===== src/rtl/mem_arbiter_pkg.sv =====
// Shared encodings for the byte-serial RAM port arbiter: FSM states, owners,
// access lengths and the length normaliser used at grant time.
package mem_arbiter_pkg;

    localparam logic [1:0] ARB_IDLE = 2'd0;
    localparam logic [1:0] ARB_RD   = 2'd1;
    localparam logic [1:0] ARB_WR   = 2'd2;
    localparam logic [1:0] ARB_DONE = 2'd3;

    localparam logic OWNER_IF  = 1'b0;
    localparam logic OWNER_MEM = 1'b1;

    localparam logic [2:0] LEN_B = 3'd1;
    localparam logic [2:0] LEN_H = 3'd2;
    localparam logic [2:0] LEN_W = 3'd4;

    // Anything other than a byte or halfword access is serviced as a full word.
    function automatic logic [2:0] norm_len(input logic [2:0] len);
        return (len == LEN_B || len == LEN_H) ? len : LEN_W;
    endfunction

endpackage


===== src/rtl/mem_arbiter_byte_seq.sv =====
// Byte sequencer: holds base/len/count of the granted access and derives the
// RAM address, end-of-access flags and the lane indices for write and capture.
module mem_arbiter_byte_seq
    import mem_arbiter_pkg::*;
#(
    parameter int ADDR_W = 32
) (
    input  logic              clk,
    input  logic              rst,
    input  logic              load_i,
    input  logic [ADDR_W-1:0] base_i,
    input  logic [2:0]        len_i,
    input  logic              step_i,
    output logic [ADDR_W-1:0] addr_o,
    output logic              issue_o,
    output logic              wr_last_o,
    output logic              rd_last_o,
    output logic              cap_valid_o,
    output logic [1:0]        cap_lane_o,
    output logic [1:0]        cur_lane_o
);

    logic [ADDR_W-1:0] base_q, base_d;
    logic [2:0]        len_q, len_d;
    logic [2:0]        cnt_q, cnt_d;
    logic [2:0]        prev_cnt;

    always_comb begin
        base_d = base_q;
        len_d  = len_q;
        cnt_d  = cnt_q;
        if (load_i) begin
            base_d = base_i;
            len_d  = len_i;
            cnt_d  = 3'd0;
        end else if (step_i) begin
            cnt_d = cnt_q + 3'd1;
        end
    end

    always_ff @(posedge clk) begin
        if (rst) begin
            base_q <= '0;
            len_q  <= LEN_W;
            cnt_q  <= 3'd0;
        end else begin
            base_q <= base_d;
            len_q  <= len_d;
            cnt_q  <= cnt_d;
        end
    end

    // The byte returned this cycle belongs to the address issued one count earlier.
    assign prev_cnt    = cnt_q - 3'd1;
    assign addr_o      = base_q + ADDR_W'(cnt_q);
    assign issue_o     = cnt_q < len_q;
    assign wr_last_o   = cnt_q == (len_q - 3'd1);
    assign rd_last_o   = cnt_q == len_q;
    assign cap_valid_o = cnt_q != 3'd0;
    assign cap_lane_o  = prev_cnt[1:0];
    assign cur_lane_o  = cnt_q[1:0];

endmodule


===== src/rtl/mem_arbiter.sv =====
// Shares one byte-wide RAM port between instruction fetch and the MEM stage,
// serialising 1/2/4-byte accesses and assembling little-endian read data.
module mem_arbiter
    import mem_arbiter_pkg::*;
#(
    parameter int ADDR_W    = 32,
    parameter bit MEM_FIRST = 1'b1
) (
    input  logic              clk,
    input  logic              rst,
    input  logic              if_req_i,
    input  logic [ADDR_W-1:0] if_addr_i,
    output logic              if_done_o,
    output logic [31:0]       if_inst_o,
    input  logic              mem_req_i,
    input  logic              mem_we_i,
    input  logic [2:0]        mem_len_i,
    input  logic [ADDR_W-1:0] mem_addr_i,
    input  logic [31:0]       mem_wdata_i,
    output logic              mem_done_o,
    output logic [31:0]       mem_rdata_o,
    input  logic              flush_i,
    output logic              busy_o,
    input  logic [7:0]        ram_din_i,
    output logic [7:0]        ram_dout_o,
    output logic [ADDR_W-1:0] ram_a_o,
    output logic              ram_wr_o
);

    logic [1:0]  state_q, state_d;
    logic        owner_q, owner_d;
    logic [31:0] wdata_q, wdata_d;
    logic [31:0] asm_q, asm_d;
    logic [31:0] asm_cap;
    logic [31:0] if_inst_q, if_inst_d;
    logic [31:0] mem_rdata_q, mem_rdata_d;

    logic              seq_load, seq_step;
    logic [ADDR_W-1:0] seq_base;
    logic [2:0]        seq_len;
    logic [ADDR_W-1:0] seq_addr;
    logic              seq_issue, seq_wr_last, seq_rd_last, seq_cap_valid;
    logic [1:0]        seq_cap_lane, seq_cur_lane;

    logic       if_ok, grant_mem, grant_if;
    logic [7:0] wlane [4];

    mem_arbiter_byte_seq #(
        .ADDR_W(ADDR_W)
    ) u_seq (
        .clk        (clk),
        .rst        (rst),
        .load_i     (seq_load),
        .base_i     (seq_base),
        .len_i      (seq_len),
        .step_i     (seq_step),
        .addr_o     (seq_addr),
        .issue_o    (seq_issue),
        .wr_last_o  (seq_wr_last),
        .rd_last_o  (seq_rd_last),
        .cap_valid_o(seq_cap_valid),
        .cap_lane_o (seq_cap_lane),
        .cur_lane_o (seq_cur_lane)
    );

    for (genvar gi = 0; gi < 4; gi++) begin : g_lane
        assign wlane[gi] = wdata_q[8*gi +: 8];
        assign asm_cap[8*gi +: 8] = (seq_cap_valid && seq_cap_lane == 2'(gi))
                                    ? ram_din_i : asm_q[8*gi +: 8];
    end

    // A fetch is never started while the branch flush is active.
    assign if_ok     = if_req_i && !flush_i;
    assign grant_mem = mem_req_i && (MEM_FIRST || !if_ok);
    assign grant_if  = if_ok && !grant_mem;

    always_comb begin
        state_d     = state_q;
        owner_d     = owner_q;
        wdata_d     = wdata_q;
        asm_d       = asm_q;
        if_inst_d   = if_inst_q;
        mem_rdata_d = mem_rdata_q;
        seq_load    = 1'b0;
        seq_step    = 1'b0;
        seq_base    = '0;
        seq_len     = LEN_W;
        case (state_q)
            ARB_IDLE: begin
                if (grant_mem) begin
                    seq_load = 1'b1;
                    seq_base = mem_addr_i;
                    seq_len  = norm_len(mem_len_i);
                    owner_d  = OWNER_MEM;
                    wdata_d  = mem_wdata_i;
                    asm_d    = '0;
                    state_d  = mem_we_i ? ARB_WR : ARB_RD;
                end else if (grant_if) begin
                    seq_load = 1'b1;
                    seq_base = if_addr_i;
                    seq_len  = LEN_W;
                    owner_d  = OWNER_IF;
                    asm_d    = '0;
                    state_d  = ARB_RD;
                end
            end
            ARB_RD: begin
                if (owner_q == OWNER_IF && flush_i) begin
                    state_d = ARB_IDLE;
                end else begin
                    seq_step = seq_issue;
                    asm_d    = asm_cap;
                    if (seq_rd_last) begin
                        state_d = ARB_DONE;
                        if (owner_q == OWNER_IF) begin
                            if_inst_d = asm_cap;
                        end else begin
                            mem_rdata_d = asm_cap;
                        end
                    end
                end
            end
            ARB_WR: begin
                seq_step = 1'b1;
                if (seq_wr_last) begin
                    state_d = ARB_DONE;
                end
            end
            default: begin
                state_d = ARB_IDLE;
            end
        endcase
    end

    always_ff @(posedge clk) begin
        if (rst) begin
            state_q     <= ARB_IDLE;
            owner_q     <= OWNER_IF;
            wdata_q     <= '0;
            asm_q       <= '0;
            if_inst_q   <= '0;
            mem_rdata_q <= '0;
        end else begin
            state_q     <= state_d;
            owner_q     <= owner_d;
            wdata_q     <= wdata_d;
            asm_q       <= asm_d;
            if_inst_q   <= if_inst_d;
            mem_rdata_q <= mem_rdata_d;
        end
    end

    assign busy_o      = state_q != ARB_IDLE;
    assign if_done_o   = (state_q == ARB_DONE) && (owner_q == OWNER_IF) && !flush_i;
    assign mem_done_o  = (state_q == ARB_DONE) && (owner_q == OWNER_MEM);
    assign ram_wr_o    = state_q == ARB_WR;
    assign ram_a_o     = ((state_q == ARB_RD && seq_issue) || state_q == ARB_WR) ? seq_addr : '0;
    assign ram_dout_o  = ram_wr_o ? wlane[seq_cur_lane] : 8'h00;
    assign if_inst_o   = if_inst_q;
    assign mem_rdata_o = mem_rdata_q;

endmodule


===== config.mk =====
export PLATFORM = sky130hd
export DESIGN_NAME = mem_arbiter
export DESIGN_NICKNAME = d
export VERILOG_FILES = /design/src/rtl/mem_arbiter_pkg.sv /design/src/rtl/mem_arbiter_byte_seq.sv /design/src/rtl/mem_arbiter.sv
export SDC_FILE = /design/constraint.sdc
export NUM_CORES = 1
export LEC_CHECK = 0
export BUFFER_PORTS_ARGS = -buffer_cell sky130_fd_sc_hd__buf_4
export CORE_MARGIN = 3
export CORE_UTILIZATION = 48
export DETAILED_ROUTE_END_ITERATION = 12
export PLACE_DENSITY = 0.77
export SLEW_MARGIN = 20
export SYNTH_ARGS = -nofsm -noshare
export SYNTH_HDL_FRONTEND = slang
export SYNTH_HIERARCHICAL = 1
export SYNTH_SLANG_ARGS = --single-unit

===== constraint.sdc =====
create_clock -name clk -period 2.3 [get_ports clk]
set_input_delay 0.345 -clock clk [delete_from_list [all_inputs] [get_ports clk]]
set_output_delay 0.345 -clock clk [all_outputs]
set_load 0.05 [all_outputs]

==> flow_metrics.env, run 1 <==
export IMPL_status="finished, violations left"
export IMPL_violations="setup timing"
export IMPL_num_rows=47
export IMPL_report_final_slew_viol_count=0
export IMPL_syn_nets=1042
export IMPL_die_width_um=136.8
export IMPL_critical_path_max_stage_delay_ns=0.43
export IMPL_grt_pass1_vias=7494
export IMPL_area_growth_syn_to_layout_pct=48.27
export IMPL_setup_slack_ns=-0.5456
export IMPL_path_clk_slew_ns=0.06
export IMPL_pwr_density_cell_nw_per_um2=853.0
export IMPL_path_depth=9
export IMPL_port_buffers=220
export IMPL_yosysMostFrequentCell="dfxtp_1"
export IMPL_crit_path_start_kind="flip-flop"
export IMPL_core_area_um2=16640
export IMPL_cts_sinks=169
export IMPL_post_dp_cell_area_um2=10650
export IMPL_fill_cells=1146
export IMPL_antenna_found_initial=0
export IMPL_wl_mm=25.97
export IMPL_p_seq_share_pct=33.1
export IMPL_dp_cells=1335
export IMPL_synth_compound_area_share_pct=17.70
export IMPL_stdcell_area_um2=12180
export IMPL_clkPwrFrac_pct=27.8
export IMPL_crit_path_end="ram_a_o[26]"
export IMPL_grt_pass1_wl_mm=38.85
export IMPL_peakVddDrop_mv=0.7861
export IMPL_ys_ff_latch=169
export IMPL_worstPathRequired_ns=1.96
export IMPL_synth_xor_area_share_pct=3.839
export IMPL_slowest_stage="or4_4"
export IMPL_hold_depth=3
export IMPL_relSlewSlack_pct=67.71
export IMPL_cts_path_max_buffers=2
export IMPL_drc=0
export IMPL_synth_area_um2=8214
export IMPL_ios=221
export IMPL_overflow=0
export IMPL_cts_root_buf="clkbuf_16"
export IMPL_crit_fanout=7
export IMPL_fin_crit_ns=2.846
export IMPL_fin_util_pct=73.18
export IMPL_path_buf_inv=2
export IMPL_power_switching_mw=3.821
export IMPL_tritoncts="yes"
export IMPL_p_sw_share_pct=36.78
export IMPL_synth_common_cells="dfxtp_1, nor2_1, nand2_1, a211oi_1, mux2i_1"
export IMPL_synth_area_leaders="dfxtp_1, mux2i_1, a211oi_1"
export IMPL_insertion_delay_ns=0.43
export IMPL_setup_viol=43
export IMPL_numCtsBuffers=17
export IMPL_r2r_end="u_seq/cnt_q[2]"
export IMPL_firstDrtPassIters=5
export IMPL_dieArea_um2=18720
export IMPL_fmax_mhz=351.4
export IMPL_seq_area_frac_synth_pct=41.19
export IMPL_critPathKind="flip-flop to primary output"
export IMPL_hpwl_mm=15.93
export IMPL_final_setup_tns_ns=-16.49
export IMPL_p_int_mw=6.567
export IMPL_grt_max_degree=65
export IMPL_crit_family="simple AND/OR/NAND/NOR gates"
export IMPL_worstMarginPinSlew_ns=0.4825
export IMPL_async_reset_ff_share_pct=0
export IMPL_drtIter0Drc=431
export IMPL_holdWs_ns=0.1568
export IMPL_wl_per_cell_um=18.66
export IMPL_drive_gt1_share_pct=38.05
export IMPL_hold_viol=0
export IMPL_cts_htree_levels=4
export IMPL_final_net_count=1287
export IMPL_via_count=7783
export IMPL_path_cells="ha_4 > fa_2 > a21oi_2 > or4_4 > buf_6 > nor4_4 > xor2_1 > nor2b_4 > buf_8"
export IMPL_initial_utilization_pct=49.36
export IMPL_r2r_start="u_seq/cnt_q[0]"
export IMPL_clock_skew_ns=0.01233
export IMPL_die_y_um=136.8
export IMPL_rsz0062_at_grt="yes"
export IMPL_gp_congestion=0.8329
export IMPL_yosysTopAreaCellShare_pct=41.19
export IMPL_synth_top_area_cell="dfxtp_1"
export IMPL_synth_edf_count=0
export IMPL_min_path_type="input pin to flip-flop"
export IMPL_ys_flop_type="dfxtp_1"
export IMPL_synthMuxAreaShare_pct=9.383
export IMPL_netlist_instances=915
export IMPL_power_leakage_nw=5.176
export IMPL_num_antenna_cells=0
export IMPL_synth_adder_area_share_pct=2.224
export IMPL_fin_crit_sh_pct=123.7
export IMPL_syn_avg_cell_area_um2=8.977
export IMPL_endpoint_kind="primary output"
export IMPL_comb_power_share_pct=39.2
export IMPL_ff2ff_path_depth=14
export IMPL_synthSimpleGateAreaFrac_pct=19.50
export IMPL_ys_types=54
export IMPL_synth_warning_count=6
export IMPL_critical_path_arrival_ns=2.50
export IMPL_stdcell_count=1392
export IMPL_vias_per_cell=5.591
export IMPL_synth_top_family_by_area="simple AND/OR/NAND/NOR gates"
export IMPL_crit_start="u_seq/cnt_q[0]"
export IMPL_max_cap_viol_count=0
export IMPL_track_usage_pct=26.32
export IMPL_rrSetupSlack_ns=-0.10
export IMPL_route_antenna_remaining_nets=0
-- cells in the final DEF, fill, tap and decap left out, types with 17 or more instances in the layout --
cell type  count
dfxtp_1      156
a22o_1        32
o32ai_1       33
nand2_1       76
buf_12        17
clkbuf_16     18
buf_4        225
a211oi_1      64
mux2i_1       59
nor2_1       112
buf_6         25
xor2_1        23
inv_1         50
buf_8         27
a21oi_1       41
nor2b_4       32
-- cell families after synthesis --
logic type                 after synthesis
AOI/OAI and AO/OA                      190
xor gates and xnor gates                36
adders and majority gates               14
buffers and inverters                  123
DFF                                    169
muxes                                   67
and+or+nand+nor                        316
-- power by group through the flow --
stage                     logic [mW]  registers (mW)  clock network (mW)
after floorplan                 2.22            3.63                   0
after global placement          3.42            3.46                   0
after detailed placement        3.45            3.47                   0
after CTS                       3.93            3.41                2.89
after global routing            4.30            3.46                3.02
final                           4.07            3.44                2.88
-- metal layers --
layer	wire [µm]	share of wire, %	track usage [%]
met1	10550	41	33.05
met2	12660	49	43.48
met4	784	3.0	9.645
met5	0	0	0
met3	1979	7.6	7.132
-- worst register-to-register path, cell delays in order, from the launching register on --
cell and delay (ns):
dfxtp_4 0.35, buf_6 0.12, buf_6 0.11, buf_12 0.12, clkinv_8 0.04, ha_4 0.13, inv_2 0.03, a21o_1 0.18
a21oi_2 0.21, a21oi_4 0.13, buf_6 0.16, a211oi_4 0.26, nand2_1 0.12, xor2_1 0.16, nor3_1 0.19
-- worst min-delay path by stage --
| stage | to | from |
|---|---|---|
| CTS | wdata_q[18] | mem_wdata_i[18] |
| finish | wdata_q[14] | mem_wdata_i[14] |
| floorplan | wdata_q[16] | wdata_q[16] |
| global route | wdata_q[18] | mem_wdata_i[18] |
| global placement | wdata_q[23] | wdata_q[23] |
| detailed placement | wdata_q[28] | wdata_q[28] |
-- sequential cells by signal (all words and copies together) (netlist names) --
signal,count
asm_q,32
if_inst_o,32
mem_rdata_o,32
u_seq/base_q,32
wdata_q,32
u_seq/cnt_q,3
u_seq/len_q,3
state_q,2
owner_q,1
-- area by class of cell --
cell class | count | area (µm²) | area share, %
Clock buffer | 20 | 446.7 | 3.668
Multi-Input combinational cell | 623 | 4935 | 40.52
Timing Repair Buffer | 296 | 2769 | 22.73
Inverter | 53 | 211.5 | 1.736
Clock inverter | 11 | 137.6 | 1.130
Tap cell | 220 | 275.3 | 2.260
Sequential cell | 169 | 3405 | 27.95
-- metrics by stage --
step	power [mW]	worst slack, ns
6_report	10.39	-0.5456
5_1_grt	10.77	-0.6359
4_1_cts	10.22	-0.4938
3_5_place_dp	6.924	-0.09456
3_3_place_gp	6.878	-0.03175
2_1_floorplan	5.842	-0.04175
-- what timing repair did --
item / in CTS / in global routing
hold buffers: 0 / 0
setup buffers: 15 / 11
pin swaps: 25 / 24
endpoints found under the hold margin: 0 / 0
endpoints found under the setup margin: 32 / 61
gates resized for setup: 121 / 45
cloned: 3 / 2
Power figures use the tool's default switching activity.
==> run 2, diff against run 1 <==
Settings changed: ABC_AREA from default to 1, CORE_UTILIZATION 48 to 49.
==> run 2 against run 1 <==
The flow still finishes with violations (setup timing). Area after synthesis is 6.6% higher. Die area is 4.3% higher. Via count is 19% higher. Utilization is 4.6 points lower. Hold slack better by 0.0090 ns. Final cell count is 30% higher. Fmax is 11% higher. Largest cell class unchanged. Worst setup slack better by 0.28 ns.
==> flow_metrics.env, run 2 <==
export IMPL_dieArea_um2=19520
export IMPL_port_buffers=220
export IMPL_route_antenna_remaining_nets=0
export IMPL_synth_common_cells="nor2_1, nand2_1, inv_1, dfxtp_1, o21ai_0"
export IMPL_clock_skew_ns=0.008678
export IMPL_drive_gt1_share_pct=26.08
export IMPL_synth_adder_area_share_pct=2.085
export IMPL_netlist_instances=1362
export IMPL_synth_warning_count=6
export IMPL_status="finished, violations left"
export IMPL_holdWs_ns=0.1658
export IMPL_synth_area_leaders="dfxtp_1, nor2_1, nand2_1"
export IMPL_yosysMostFrequentCell="nor2_1"
export IMPL_num_antenna_cells=0
export IMPL_dp_cells=1756
export IMPL_insertion_delay_ns=0.43
export IMPL_fin_crit_sh_pct=111.7
export IMPL_synthSimpleGateAreaFrac_pct=27.98
export IMPL_pwr_density_cell_nw_per_um2=985.0
export IMPL_fill_cells=1460
export IMPL_synth_edf_count=0
export IMPL_vias_per_cell=5.094
export IMPL_critPathKind="flip-flop to primary output"
export IMPL_power_leakage_nw=5.482
export IMPL_setup_viol=32
export IMPL_synth_area_um2=8760
export IMPL_track_usage_pct=25.85
export IMPL_path_clk_slew_ns=0.07
export IMPL_yosysTopAreaCellShare_pct=38.62
export IMPL_stdcell_count=1816
export IMPL_drtIter0Drc=548
export IMPL_most_common_layout_cells="nor2_1, nand2_1, buf_4, inv_1, dfxtp_1"
export IMPL_syn_nets=1489
export IMPL_grt_pass1_vias=8510
export IMPL_synth_top_family_by_area="simple AND/OR/NAND/NOR gates"
export IMPL_cts_sinks=169
export IMPL_ys_flop_type="dfxtp_1"
export IMPL_wl_mm=26.99
export IMPL_ys_ff_latch=169
export IMPL_report_final_slew_viol_count=0
export IMPL_die_width_um=139.7
export IMPL_cts_path_max_buffers=2
export IMPL_synth_xor_area_share_pct=1.500
export IMPL_synthMuxAreaShare_pct=0
export IMPL_firstDrtPassIters=5
export IMPL_tritoncts="yes"
export IMPL_syn_avg_cell_area_um2=6.431
export IMPL_cts_htree_levels=4
export IMPL_fmax_mhz=389.2
export IMPL_crit_family="simple AND/OR/NAND/NOR gates"
export IMPL_synth_compound_area_share_pct=18.25
export IMPL_wl_per_cell_um=14.86
export IMPL_gp_congestion=0.9414
export IMPL_via_count=9251
export IMPL_final_net_count=1705
export IMPL_fin_crit_ns=2.569
export IMPL_crit_fanout=7
export IMPL_worstMarginPinSlew_ns=0.9514
export IMPL_cts_hold_buffers=0
export IMPL_endpoint_kind="primary output"
export IMPL_path_buf_inv=2
export IMPL_seq_area_frac_synth_pct=38.62
export IMPL_overflow=0
export IMPL_area_growth_syn_to_layout_pct=36.39
export IMPL_num_rows=48
export IMPL_min_path_type="input pin to flip-flop"
export IMPL_worstPathRequired_ns=1.96
export IMPL_hold_viol=0
export IMPL_synth_top_area_cell="dfxtp_1"
export IMPL_relSlewSlack_pct=36.51
export IMPL_antenna_found_initial=0
export IMPL_numCtsBuffers=17
export IMPL_initial_utilization_pct=50.29
export IMPL_max_cap_viol_count=0
export IMPL_die_y_um=139.7
export IMPL_grt_max_degree=65
export IMPL_ios=221
export IMPL_violations="setup timing"
export IMPL_hpwl_mm=18.33
export IMPL_path_cells="ha_4 > nand2_1 > nand2_1 > nand3_1 > nand2_2 > nand3b_1 > nand2_1 > inv_1 > nor2_2 > buf_6"
export IMPL_setup_slack_ns=-0.2694
export IMPL_core_area_um2=17420
export IMPL_rsz0062_at_grt="yes"
export IMPL_slowest_stage="dfxtp_4"
export IMPL_crit_path_start_kind="flip-flop"
export IMPL_cts_root_buf="clkbuf_16"
export IMPL_peakVddDrop_mv=0.9261
export IMPL_grt_pass1_wl_mm=42.01
export IMPL_async_reset_ff_share_pct=0
export IMPL_ys_types=35
export IMPL_cpMostUsedCell="nand2_1"
export IMPL_mostFrequentLayoutCell="nor2_1"
export IMPL_critical_path_max_stage_delay_ns=0.37
export IMPL_pre_cts_ws_ns=0.03347
export IMPL_critical_path_arrival_ns=2.22
export IMPL_drc=0
-- run 2: path summary, 6_finish.rpt --
path / from / to / slack, ns / cells past startpoint
max: u_seq/cnt_q[2] / ram_a_o[25] / -0.27 / 10
min: mem_wdata_i[18] / wdata_q[18] / 0.17 / 3
max reg2reg: u_seq/cnt_q[0] / u_seq/cnt_q[1] / 0.15 / 11
min reg2reg: asm_q[2] / asm_q[2] / 0.47 / 2
-- run 2: kinds of logic (layout without fill, tap and decap cells) --
| group | count (synthesis) | in the layout |
|---|---|---|
| compound gates | 302 | 302 |
| flops | 169 | 169 |
| xor+xnor | 15 | 15 |
| simple gates | 611 | 611 |
| fa+ha+maj | 14 | 14 |
| buf+inv | 251 | 480 |
-- run 2: area by class of cell --
type	count	area (µm²)	share of cell area (%)
Multi-Input combinational cell	942	4726	39.55
Clock inverter	14	131.4	1.100
Inverter	179	705.7	5.906
Timing Repair inverter	1	5.005	0.04189
Clock buffer	18	439.2	3.676
Sequential cell	169	3397	28.43
Tap cell	225	281.5	2.356
Timing Repair Buffer	268	2262	18.93
-- run 2: repair_timing --
action                     4_1_cts  5_1_grt
setup endpoints to repair       36      121
cloned                           0        5
pin swaps                       17       14
gates resized for setup         84       96
buffers inserted                11       13
-- run 2: power breakdown --
group,internal [mW],switching [mW]
Combinational,1.83,3.38
Clock,1.46,1.32
Sequential,3.36,0.410
Total,6.65,5.12
-- run 2: per-stage QoR --
step	util (%)	setup TNS (ns)	cell area (µm²)	power, mW
floorplan	-	-2.211	8827	6.935
global placement	60.89	0	10610	8.152
detailed placement	60.89	0	10610	8.216
CTS	66.36	-3.548	11560	11.31
global route	68.60	-9.460	11950	12.41
finish	68.60	-7.104	11950	11.77
-- run 2: metal layers --
| metal | GRT usage, % | up-vias | wire (µm) |
|---|---|---|---|
| met5 | 0 | - | 0 |
| met4 | 7.802 | 0 | 533 |
| met3 | 5.223 | 46 | 1570 |
| met2 | 45.25 | 273 | 13420 |
| met1 | 32.06 | 4229 | 11460 |
| li1 | - | 4703 | - |
-- run 2: worst reg2reg max path: stages (launching register included) --
cell	delay, ns
dfxtp_2	0.34
buf_4	0.16
inv_4	0.08
ha_1	0.17
nor2_2	0.05
a211oi_2	0.24
a21oi_4	0.19
buf_4	0.18
nor3b_1	0.21
buf_4	0.18
nor2_1	0.05
a211oi_1	0.20
==> run 3, diff against run 2 <==
Settings changed: MAX_ROUTING_LAYER from default to met4, SETUP_SLACK_MARGIN from default to 0.4, SKIP_CTS_REPAIR_TIMING from default to 1.
==> run 3 against run 2 <==
Die area unchanged. Largest cell class unchanged. The run still ends with setup timing left. Sequential power about the same. Power increased by 10%. Critical path type unchanged. Via count increased by 2.8%. Combinational power increased by 23%. Largest power group unchanged. Design area increased by 6.2%. Sequential share of layout area decreased by 1.6 points. First-iteration DRC count increased by 34%. Highest routed layer unchanged. Clock skew increased by 0.0030 ns. Fmax increased by 0.91%.
==> flow_metrics.env, run 3 (synthesis results as in run 2) <==
export IMPL_peakVddDrop_mv=0.7502
export IMPL_drc=0
export IMPL_grt_pass1_wl_mm=40.92
export IMPL_clkPwrFrac_pct=21.7
export IMPL_worstPathRequired_ns=1.96
export IMPL_vias_per_cell=5.205
export IMPL_relSlewSlack_pct=36.90
export IMPL_ios=221
export IMPL_rsz0062_at_grt="yes"
export IMPL_setup_slack_ns=-0.2463
export IMPL_area_growth_syn_to_layout_pct=44.89
export IMPL_critical_path_arrival_ns=2.20
export IMPL_power_leakage_nw=5.680
export IMPL_wl_mm=27.99
export IMPL_antenna_found_initial=0
export IMPL_dp_cells=1757
export IMPL_p_int_mw=7.312
export IMPL_stdcell_count=1828
export IMPL_violations="setup timing"
export IMPL_report_final_slew_viol_count=0
export IMPL_pwr_density_cell_nw_per_um2=1020
export IMPL_drtIter0Drc=732
export IMPL_cts_root_buf="clkbuf_16"
export IMPL_grt_pass1_vias=8294
export IMPL_p_seq_share_pct=28.9
export IMPL_core_area_um2=17420
export IMPL_cts_path_max_buffers=2
export IMPL_firstDrtPassIters=6
export IMPL_port_buffers=220
export IMPL_path_buf_inv=2
export IMPL_path_cells="ha_4 > nand2_4 > nor2_4 > a211oi_4 > a21oi_4 > clkbuf_16 > nor2_4 > buf_8"
export IMPL_status="finished, violations left"
export IMPL_max_cap_viol_count=0
export IMPL_drive_gt1_share_pct=29.82
export IMPL_path_clk_slew_ns=0.07
export IMPL_clock_skew_ns=0.01167
export IMPL_wl_met2_mm=13.97
export IMPL_worstMarginPinSlew_ns=0.9454
export IMPL_crit_family="compound AO/OA/AOI/OAI gates"
export IMPL_hold_viol=0
export IMPL_num_antenna_cells=0
export IMPL_fill_cells=1416
export IMPL_tritoncts="yes"
export IMPL_fin_crit_ns=2.546
export IMPL_most_common_layout_cells="nor2_1, buf_4, nand2_1, inv_1, dfxtp_1"
export IMPL_power_switching_mw=5.633
export IMPL_wl_per_cell_um=15.31
export IMPL_die_width_um=139.7
export IMPL_p_sw_share_pct=43.51
export IMPL_route_antenna_remaining_nets=0
export IMPL_via_count=9514
export IMPL_top_layer_used="met4"
export IMPL_wl_met1_mm=11.60
export IMPL_numCtsBuffers=17
export IMPL_gp_congestion=0.9657
export IMPL_critPathKind="flip-flop to primary output"
export IMPL_num_rows=48
export IMPL_initial_utilization_pct=50.29
export IMPL_final_setup_tns_ns=-6.726
export IMPL_holdWs_ns=0.1696
export IMPL_crit_fanout=8
export IMPL_grt_max_degree=65
export IMPL_dieArea_um2=19520
export IMPL_cts_htree_levels=4
export IMPL_fin_crit_sh_pct=110.7
export IMPL_critical_path_max_stage_delay_ns=0.41
export IMPL_fmax_mhz=392.7
export IMPL_slowest_stage="a21oi_4"
export IMPL_setup_viol=34
export IMPL_comb_power_share_pct=49.4
export IMPL_hpwl_mm=18.13
export IMPL_cts_sinks=169
export IMPL_final_net_count=1718
export IMPL_min_path_type="input pin to flip-flop"
export IMPL_wl_met3_mm=1.770
export IMPL_crit_path_start_kind="flip-flop"
export IMPL_overflow=0
export IMPL_mostFrequentLayoutCell="nor2_1"
export IMPL_endpoint_kind="primary output"
export IMPL_cpMostUsedCell="nor2_4"
export IMPL_die_y_um=139.7
export IMPL_insertion_delay_ns=0.43
export IMPL_track_usage_pct=26.03
run 3: cell count changes in the layout (fill, tap and decap cells not counted), moves of 4 or more:
cell / delta
nor2_2: -24
buf_8: +6
o21ai_0: -25
buf_12: +6
o21ai_1: +14
inv_1: -4
nor2_1: -6
nand2_2: +10
o21ai_4: +8
a21oi_4: +9
nand2_1: -13
nor2_4: +30
a21oi_1: -6
inv_2: +4
run 3: layout make-up:
type,instances,area [µm²],share of cell area [%]
sequential,169,3403,26.81
tap,225,281.5,2.218
clock inverter,13,135.1,1.065
timing repair buffer,281,2517,19.83
multi-input combinational,943,5213,41.07
clock buffer,18,439.2,3.460
inverter,179,703.2,5.540
run 3: path summary, 6_finish.rpt:
check                           slack (ns)             from              to  cells after the start
worst max-delay path                 -0.25   u_seq/cnt_q[2]     ram_a_o[14]                      8
worst min-delay path                  0.17  mem_wdata_i[30]     wdata_q[30]                      3
worst max register to register       -0.08   u_seq/cnt_q[2]  u_seq/cnt_q[1]                     10
worst min register to register        0.47        asm_q[12]       asm_q[12]                      2
run 3: layer usage:
| metal | vias to the layer above | global-route usage (%) |
|---|---|---|
| li1 | 4733 | - |
| met1 | 4394 | 33.35 |
| met2 | 344 | 42.62 |
| met3 | 43 | 4.192 |
| met4 | 0 | 7.649 |
| met5 | - | - |
run 3: through the flow:
| stage | power (mW) | utilization [%] | area, µm² | setup slack, ns |
|---|---|---|---|---|
| global placement | 8.720 | 63.07 | 10980 | 0.09196 |
| global route | 13.65 | 72.87 | 12690 | -0.3420 |
| CTS | 11.60 | 66.36 | 11560 | -0.3611 |
| finish | 12.95 | 72.87 | 12690 | -0.2463 |
| floorplan | 7.617 | - | 9250 | 0.3152 |
| detailed placement | 8.807 | 63.07 | 10980 | -0.005859 |
run 3: power by group through the flow:
stage	Sequential (mW)	Clock, mW	Combinational [mW]
6_report	3.75	2.81	6.39
5_1_grt	3.80	2.98	6.87
4_1_cts	3.71	2.84	5.05
3_5_place_dp	3.77	0	5.03
3_3_place_gp	3.76	0	4.96
2_1_floorplan	3.84	0	3.78
run 3: tightest hold or removal path, cell delays in order:
cell and delay (ns):
buf_4 0.07, o21ai_0 0.07, nor2_1 0.07
